## src/rtl/q_value_updater.sv

```systemverilog
// q_value_updater
//   Write-back half of the Q-learning datapath. One start request performs a
//   single Bellman update of Q(s,a) on the Q-table RAM's second port:
//     1. Read row s and pick lane a           -> q_cur
//     2. Read row s' and take the signed max  -> q_max (0 if s' is terminal)
//     3. q_new = q_cur + ((r + gamma*q_max - q_cur) >>> ALPHA_SHIFT),
//        where gamma*x = x - (x >>> GAMMA_SHIFT)
//     4. Write the single Q_W-bit lane back
//   The latency is fixed. If start is accepted at edge 0, wr_en is high in
//   cycle 5 and done is high in cycle 6.
//
// Ports
//   clk, rst_n          clock, async active-low reset
//   start               request pulse, sampled only in IDLE
//   state, action       s, a
//   reward              signed r
//   next_state          s'
//   terminal            s' terminal, so its max Q is taken as 0
//   busy, done          status (busy RD_CUR..WRITE, done one-cycle pulse)
//   rd_en, rd_addr      row read request, data returns one cycle later
//   rd_data             4*Q_W row, lane i = action i
//   wr_en, wr_addr,
//   wr_lane, wr_data    single-lane write strobe
//
// Build option
//   Q_UPDATER_SATURATE_EN  clamp q_new to the Q_W signed range. When the macro
//                          is undefined, q_new wraps (the low Q_W bits are kept).
module q_value_updater #(
  parameter int STATE_W     = 6,
  parameter int Q_W         = 16,
  parameter int ALPHA_SHIFT = 2,
  parameter int GAMMA_SHIFT = 3
) (
  input  logic               clk,
  input  logic               rst_n,
  input  logic               start,
  input  logic [STATE_W-1:0] state,
  input  logic [1:0]         action,
  input  logic [Q_W-1:0]     reward,
  input  logic [STATE_W-1:0] next_state,
  input  logic               terminal,
  output logic               busy,
  output logic               done,
  output logic               rd_en,
  output logic [STATE_W-1:0] rd_addr,
  input  logic [4*Q_W-1:0]   rd_data,
  output logic               wr_en,
  output logic [STATE_W-1:0] wr_addr,
  output logic [1:0]         wr_lane,
  output logic [Q_W-1:0]     wr_data
);

  localparam int NUM_LANES = 4;
  localparam int CW        = Q_W + 2;  // the worst-case Bellman terms fit in Q_W+2 bits

  typedef enum logic [2:0] {IDLE, RD_CUR, RD_NEXT, MAXQ, CALC, WRITE, DONE} st_t;

  st_t                 st;
  logic [STATE_W-1:0]  s_r, ns_r;
  logic [1:0]          a_r;
  logic [Q_W-1:0]      r_r;
  logic                term_r;
  logic [Q_W-1:0]      q_cur, q_max;

  logic [NUM_LANES-1:0][Q_W-1:0] lanes;
  assign lanes = rd_data;

  // Signed max over the row. Ties resolve to the same value, so the lane
  // that wins does not matter.
  logic signed [Q_W-1:0] row_max;
  always_comb begin
    row_max = lanes[0];
    for (int i = 1; i < NUM_LANES; i++)
      if ($signed(lanes[i]) > row_max) row_max = lanes[i];
  end

  // Bellman update in CW-bit signed arithmetic. The shifts floor toward -inf.
  logic signed [CW-1:0] qm_x, qc_x, r_x, g, target, delta, q_new;
  always_comb begin
    qm_x   = {{(CW-Q_W){q_max[Q_W-1]}}, q_max};
    qc_x   = {{(CW-Q_W){q_cur[Q_W-1]}}, q_cur};
    r_x    = {{(CW-Q_W){r_r[Q_W-1]}},   r_r};
    g      = qm_x - (qm_x >>> GAMMA_SHIFT);
    target = r_x + g;
    delta  = target - qc_x;
    q_new  = qc_x + (delta >>> ALPHA_SHIFT);
  end

  logic [Q_W-1:0] wr_next;
`ifdef Q_UPDATER_SATURATE_EN
  // The value is in range only when every bit above the Q_W sign bit
  // matches that sign bit.
  logic ovf;
  assign ovf = (q_new[CW-1:Q_W-1] != {(CW-Q_W+1){1'b0}}) &&
               (q_new[CW-1:Q_W-1] != {(CW-Q_W+1){1'b1}});
  always_comb begin
    if (!ovf)           wr_next = q_new[Q_W-1:0];
    else if (q_new[CW-1]) wr_next = {1'b1, {(Q_W-1){1'b0}}};
    else                wr_next = {1'b0, {(Q_W-1){1'b1}}};
  end
`else
  // Two's-complement wrap. The high bits are intentionally dropped.
  logic unused_hi;
  assign unused_hi = ^q_new[CW-1:Q_W];
  assign wr_next   = q_new[Q_W-1:0];
`endif

  // Each output is registered on the edge that enters the state where that
  // output must be visible.
  always_ff @(posedge clk or negedge rst_n) begin
    if (!rst_n) begin
      st      <= IDLE;
      s_r     <= '0;
      ns_r    <= '0;
      a_r     <= '0;
      r_r     <= '0;
      term_r  <= 1'b0;
      q_cur   <= '0;
      q_max   <= '0;
      busy    <= 1'b0;
      done    <= 1'b0;
      rd_en   <= 1'b0;
      rd_addr <= '0;
      wr_en   <= 1'b0;
      wr_addr <= '0;
      wr_lane <= '0;
      wr_data <= '0;
    end else begin
      case (st)
        IDLE: if (start) begin
          s_r     <= state;
          ns_r    <= next_state;
          a_r     <= action;
          r_r     <= reward;
          term_r  <= terminal;
          busy    <= 1'b1;
          rd_en   <= 1'b1;
          rd_addr <= state;
          st      <= RD_CUR;
        end
        RD_CUR: begin
          // For a terminal s', skip the second read but keep the fixed latency.
          rd_en   <= !term_r;
          rd_addr <= ns_r;
          st      <= RD_NEXT;
        end
        RD_NEXT: begin
          q_cur <= lanes[a_r];
          rd_en <= 1'b0;
          st    <= MAXQ;
        end
        MAXQ: begin
          q_max <= term_r ? '0 : row_max;
          st    <= CALC;
        end
        CALC: begin
          wr_en   <= 1'b1;
          wr_addr <= s_r;
          wr_lane <= a_r;
          wr_data <= wr_next;
          st      <= WRITE;
        end
        WRITE: begin
          wr_en <= 1'b0;
          busy  <= 1'b0;
          done  <= 1'b1;
          st    <= DONE;
        end
        DONE: begin
          done <= 1'b0;
          st   <= IDLE;
        end
        default: st <= IDLE;
      endcase
    end
  end

endmodule
```

## config.mk

```make
export PLATFORM = sky130hd
export DESIGN_NAME = q_value_updater
export DESIGN_NICKNAME = d
export VERILOG_FILES = /design/src/rtl/q_value_updater.sv
export SDC_FILE = /design/constraint.sdc
export NUM_CORES = 1
export LEC_CHECK = 0
export CORE_MARGIN = 3
export CORE_UTILIZATION = 29
export CTS_CLUSTER_DIAMETER = 30
export DETAILED_ROUTE_END_ITERATION = 6
export REMOVE_ABC_BUFFERS = 1
export SETUP_SLACK_MARGIN = 0.4
export SYNTH_ARGS = -nofsm -noshare
export SYNTH_HDL_FRONTEND = slang
export SYNTH_SLANG_ARGS = --single-unit
export TNS_END_PERCENT = 100
```

## constraint.sdc

```tcl
create_clock -name clk -period 4.7 [get_ports clk]
set_input_delay 1.41 -clock clk [delete_from_list [all_inputs] [get_ports clk]]
set_output_delay 1.41 -clock clk [all_outputs]
set_load 0.01 [all_outputs]
```

# --- Yosys cells after proc, flatten, opt, wreduce, memory -nomap -nowiden ---
# Index checks and enable logic that the tools add are counted.
# W data, S select, Z words.
totals:
  input_bits: 98
  output_inout_bits: 34
  regBits: 100
classes:
  n_reduce_logical: 11
  add_sub_neg: 4
  eq_ne: 7
  n_mux: 15
  magnitude_cmp: 4
ops:
  columns: ["cell", "count"]
  rows:
  - ["$mux W16", 5]
  - ["$gt A16 B16 Y1", 3]
  - ["$bmux W16 S2", 1]
  - ["$add A16 B17 Y18", 1]
  - ["$pmux W3 S6", 1]
  - ["$sub A18 B16 Y18", 1]
  - ["$sub A16 B13 Y17", 1]
  - ["$add A16 B16 Y16", 1]
  - ["$pmux W6 S2", 1]
  - ["$eq A3 B3 Y1 const B", 3]
  - ["$reduce_and A2 Y1", 4]
  - ["$reduce_bool A2 Y1", 4]
  - ["$eq A3 B2 Y1 const B", 2]
  - ["$mux W6", 1]
  - ["$pmux W1 S2", 3]
  - ["$eq A3 B1 Y1 const B", 1]
  - ["$logic_not A3 Y1", 1]
  - ["$lt A2 B3 Y1 const B", 1]
  - ["$mux W3", 1]
  - ["$pmux W1 S3", 1]
  - ["$reduce_bool A3 Y1", 1]
  - ["$ne A2 B2 Y1 const B", 1]
  - ["$logic_not A1 Y1", 1]
  - ["$mux W1", 1]

# --- Logic depth before layout (Yosys ltp) ---
logic_depth:
  ltp_word: 7
  ltp_mapped: 30
  depth_no_buf: 26

# --- Worst setup path after synthesis ---
# No wires, ideal clock.
synth_path:
  path_kind: "input to register"
  startpoint: "input rd_data[5]"
  endpoint: "register q_max[5]"
  n_path_buf: 4
  t_required_ns: 4.568
  setup_time_ns: 0.132
  arrival_ns: 6.558
  cell_stages: 30
  slack_ns: -1.990
  path_cell_list: "inv_1 > ha_1 > a21o_1 > a21o_1 > a21o_1 > a2bb2oi_2 > a31o_2 > clkbuf_1 > and4_1 > nor2_1 > ha_1 > a21o_1 > a21o_1 > a211oi_1 > o21a_1 > o21ai_2 > and2_0 > clkbuf_1 > buf_2 > o31ai_1 > ha_1 > a21o_1 > a21o_1 > a21o_1 > a211oi_1 > o21ai_0 > o211a_1 > clkbuf_1 > a21oi_1 > a21oi_1"
synth_between:
  elab_chain_cells: 7
synth_lines:
  columns: ["element", "line_no", "rtl"]
  rows:
  - ["start, declared", "46", "input logic [4*Q_W-1:0] rd_data,"]
  - ["$gt A16 B16 Y1", "74", "if ($signed(lanes[i]) > row_max) row_max = lanes[i];"]
  - ["$mux W16 *", "74", null]
  - ["$gt A16 B16 Y1", "74", null]
  - ["$mux W16 *", "74", null]
  - ["$gt A16 B16 Y1", "74", null]
  - ["$mux W16 *", "74", null]
  - ["$mux W16 *", "153", "q_max <= term_r ? '0 : row_max;"]
  - ["end signal, assigned", "153", null]
  - ["end, declared", "63", "logic [Q_W-1:0] q_cur, q_max;"]
# Mark *: on every way between the ends. The rest lies on a longest branch, timed or not.
# A chain may end at the register's enable or synchronous reset.

# --- Worst setup path in the final report ---
layout_path:
  startpoint: "input rd_data[9]"
  endpoint: "register q_max[1]"
# The elaborated chain is that of the path after synthesis.

==> results.cfg <==
[outcome]
status = complete, but fails checks
violations = setup timing

[placed_design]
hpwl_um = 20120
place_congestion = 0.8933
portBuffers = 131

[drt]
drt_wl_total_um = 26390
dr.pass1.iters = 5
avgViaCountPerCell = 5.051
drt-initial-drc-count = 376
vias = 7521
drc = 0
detail_route.wl_per_cell_um = 17.72
ant_nets = 0

[worst_setup_path]
critPathArrivalTime_ns = 6.52
end_kind = flip-flop
start_kind = primary input
cpMostUsedCell = buf_6
reg2reg_slack_ns = 0.19
slowest_delay_ns = 0.29
path_class = primary input to flip-flop
cp_slowest_cell = ha_1
critPathRequiredTime_ns = 4.99
critical_path.max_fanout = 7

[yosys]
synthDistinctLibCells = 61
synth_cells = 824
ys_seq_area_share_pct = 30.82
synthTopCellsByCount = dfrtp_1 (100), ha_1 (80), inv_1 (64)
synth_seq_cells = 100
ys.flop_type = dfrtp_1
synth.largest_area_cell = dfrtp_1
synth.most_common_cell = dfrtp_1
synth_area_leaders = dfrtp_1 (31%), ha_1 (12%), fa_1 (7.9%)
ys_warn_count = 0
synth_edf_count = 0
post-synth-top-area-fraction_pct = 30.82
synth_area_per_cell_um2 = 9.855
synth_area_um2 = 8120
ys_async_sr_fraction_pct = 100.0

[timing]
fin_tns_setup_ns = -23.41
fin_crit_ns = 6.238
worstMarginPinSlew_ns = 1.116
slew_viol_final = 0
finalHoldViolCount = 0
rsz0062_at_grt = yes
fin_ws_ns = -1.538
period_share_pct = 132.7
setup_viol = 16
finClkSkew_ns = 0.007611
max_freq_mhz = 160.3
whs_ns = 0.4663
slew_headroom_pct = 25.35

[global_routing]
gr-total-overflow = 0
grt_usage_pct = 17.40
antenna_found_initial = 0
grt_pass1_wl_um = 41920
grt_max_degree = 68
grt_pass1_vias = 7829

[die]
die_y_um = 173.3
std_cell_rows = 60
start_util_pct = 29.80
ios = 132
die_area_um2 = 30050
fp.coreArea_um2 = 27250
die-width_um = 173.3

[clock_network]
cts_tree = built
cts_buffers = 9
clockBufferDepth = 2
cts.sinks = 100
insertion_delay_ns = 0.37
htreeDepth = 3
hold_buffers = 0
cts-root-buf = clkbuf_16
clkTransAtPathRegs_ns = 0.08

[final_layout]
antenna_cells = 0
drive_above_1_share_pct = 39.30
num-nets-final = 1322
syn_to_final_growth_pct = 54.01

[hold_path]
hp-class = flip-flop to flip-flop

[job]
drv_cap = 0
worst max-delay path: cells and delay by family:
kind / cells / cell delay [ns]
adders and majority gates: 3 / 0.77
AOI/OAI and AO/OA: 16 / 2.80
and+or+nand+nor: 5 / 0.69
buffers and inverters: 7 / 0.85
metal layers:
layer / vias up / share of wire (%) / GRT usage [%]
met3: 29 / 5.3 / 3.570
met5: - / 0 / 0
li1: 3619 / - / -
met2: 210 / 47 / 28.93
met4: 0 / 1.6 / 3.986
met1: 3663 / 46 / 23.36
final timing paths:
check | from | end | cells past startpoint
worst max-delay path | rd_data[9] | q_max[1]$_DFFE_PN0P_ | 31
worst min register to register | rd_addr[5]$_DFFE_PN0P_ | rd_addr[5]$_DFFE_PN0P_ | 2
min in group asynchronous | rst_n | wr_data[1]$_DFFE_PN0P_ | 1
worst max register to register | q_cur[2]$_DFFE_PN0P_ | wr_data[15]$_DFFE_PN0P_ | 18
max in group asynchronous | rst_n | r_r[10]$_DFFE_PN0P_ | 2
worst min-delay path | rd_addr[5]$_DFFE_PN0P_ | rd_addr[5]$_DFFE_PN0P_ | 2
registers in the layout, summed over array words and instances, names as in the netlist, 3 cells and up:
| register | flops |
|---|---|
| ns_r | 6 |
| q_cur | 16 |
| q_max | 16 |
| r_r | 16 |
| rd_addr | 6 |
| s_r | 6 |
| st | 3 |
| wr_addr | 6 |
| wr_data | 16 |
placed cells by master, fill, tap and decap left out, types with 16 or more instances in the layout:
master	Yosys	layout
mux4_2	16	16
nand3b_1	18	18
a21oi_1	59	32
dfrtp_1	100	100
ha_4	0	20
fa_1	32	31
buf_6	1	24
o21ai_0	59	47
nand2_1	59	59
inv_2	0	16
inv_1	64	44
buf_4	0	159
a21oi_2	1	24
nor2_1	39	31
a21o_1	19	19
clkdlybuf4s50_1	0	98
mux2_2	41	41
ha_1	80	55
per-stage QoR:
stage	cells	util (%)	instance area, um2	setup slack, ns
3_5_place_dp	1433	39.88	10870	-2.806
3_3_place_gp	1433	39.88	10870	-2.724
6_report	1489	45.89	12510	-1.538
4_1_cts	1477	44.25	12060	-1.355
2_1_floorplan	785	-	7956	-3.060
5_1_grt	1489	45.89	12510	-1.736
cell type report:
type | count | area [um2]
fillers | 2513 | 14750
multi-input cells | 621 | 6186
repair buffers | 316 | 2781
flip-flops and latches | 100 | 2502
well taps | 372 | 465.4
inverters | 64 | 265.3
clock buffers | 9 | 225.2
clock inverters | 7 | 80.08
cells by family (layout without fill, tap and decap cells):
logic type               count (synthesis)  after routing  share of synthesized area [%]
multiplexers                            57             57                          10.12
AND/OR/NAND/NOR                        191            191                          12.40
flip-flops                             100            100                          30.82
buffers and inverters                  103            396                          4.977
XOR/XNOR                                24             24                          2.589
adder cells (fa/ha/maj)                112            112                          20.22
AO/OA/AOI/OAI                          237            237                          18.88
repair_timing:
action	CTS	global route
endpoints found under the hold margin	0	0
pin swaps	114	47
gates resized for setup	250	90
gates cloned	2	0
endpoints found under the setup margin	22	23
buffers inserted	26	12
Power is not shown: default switching activity piles up to over one toggle a cycle in this logic, so the estimate is an artifact.
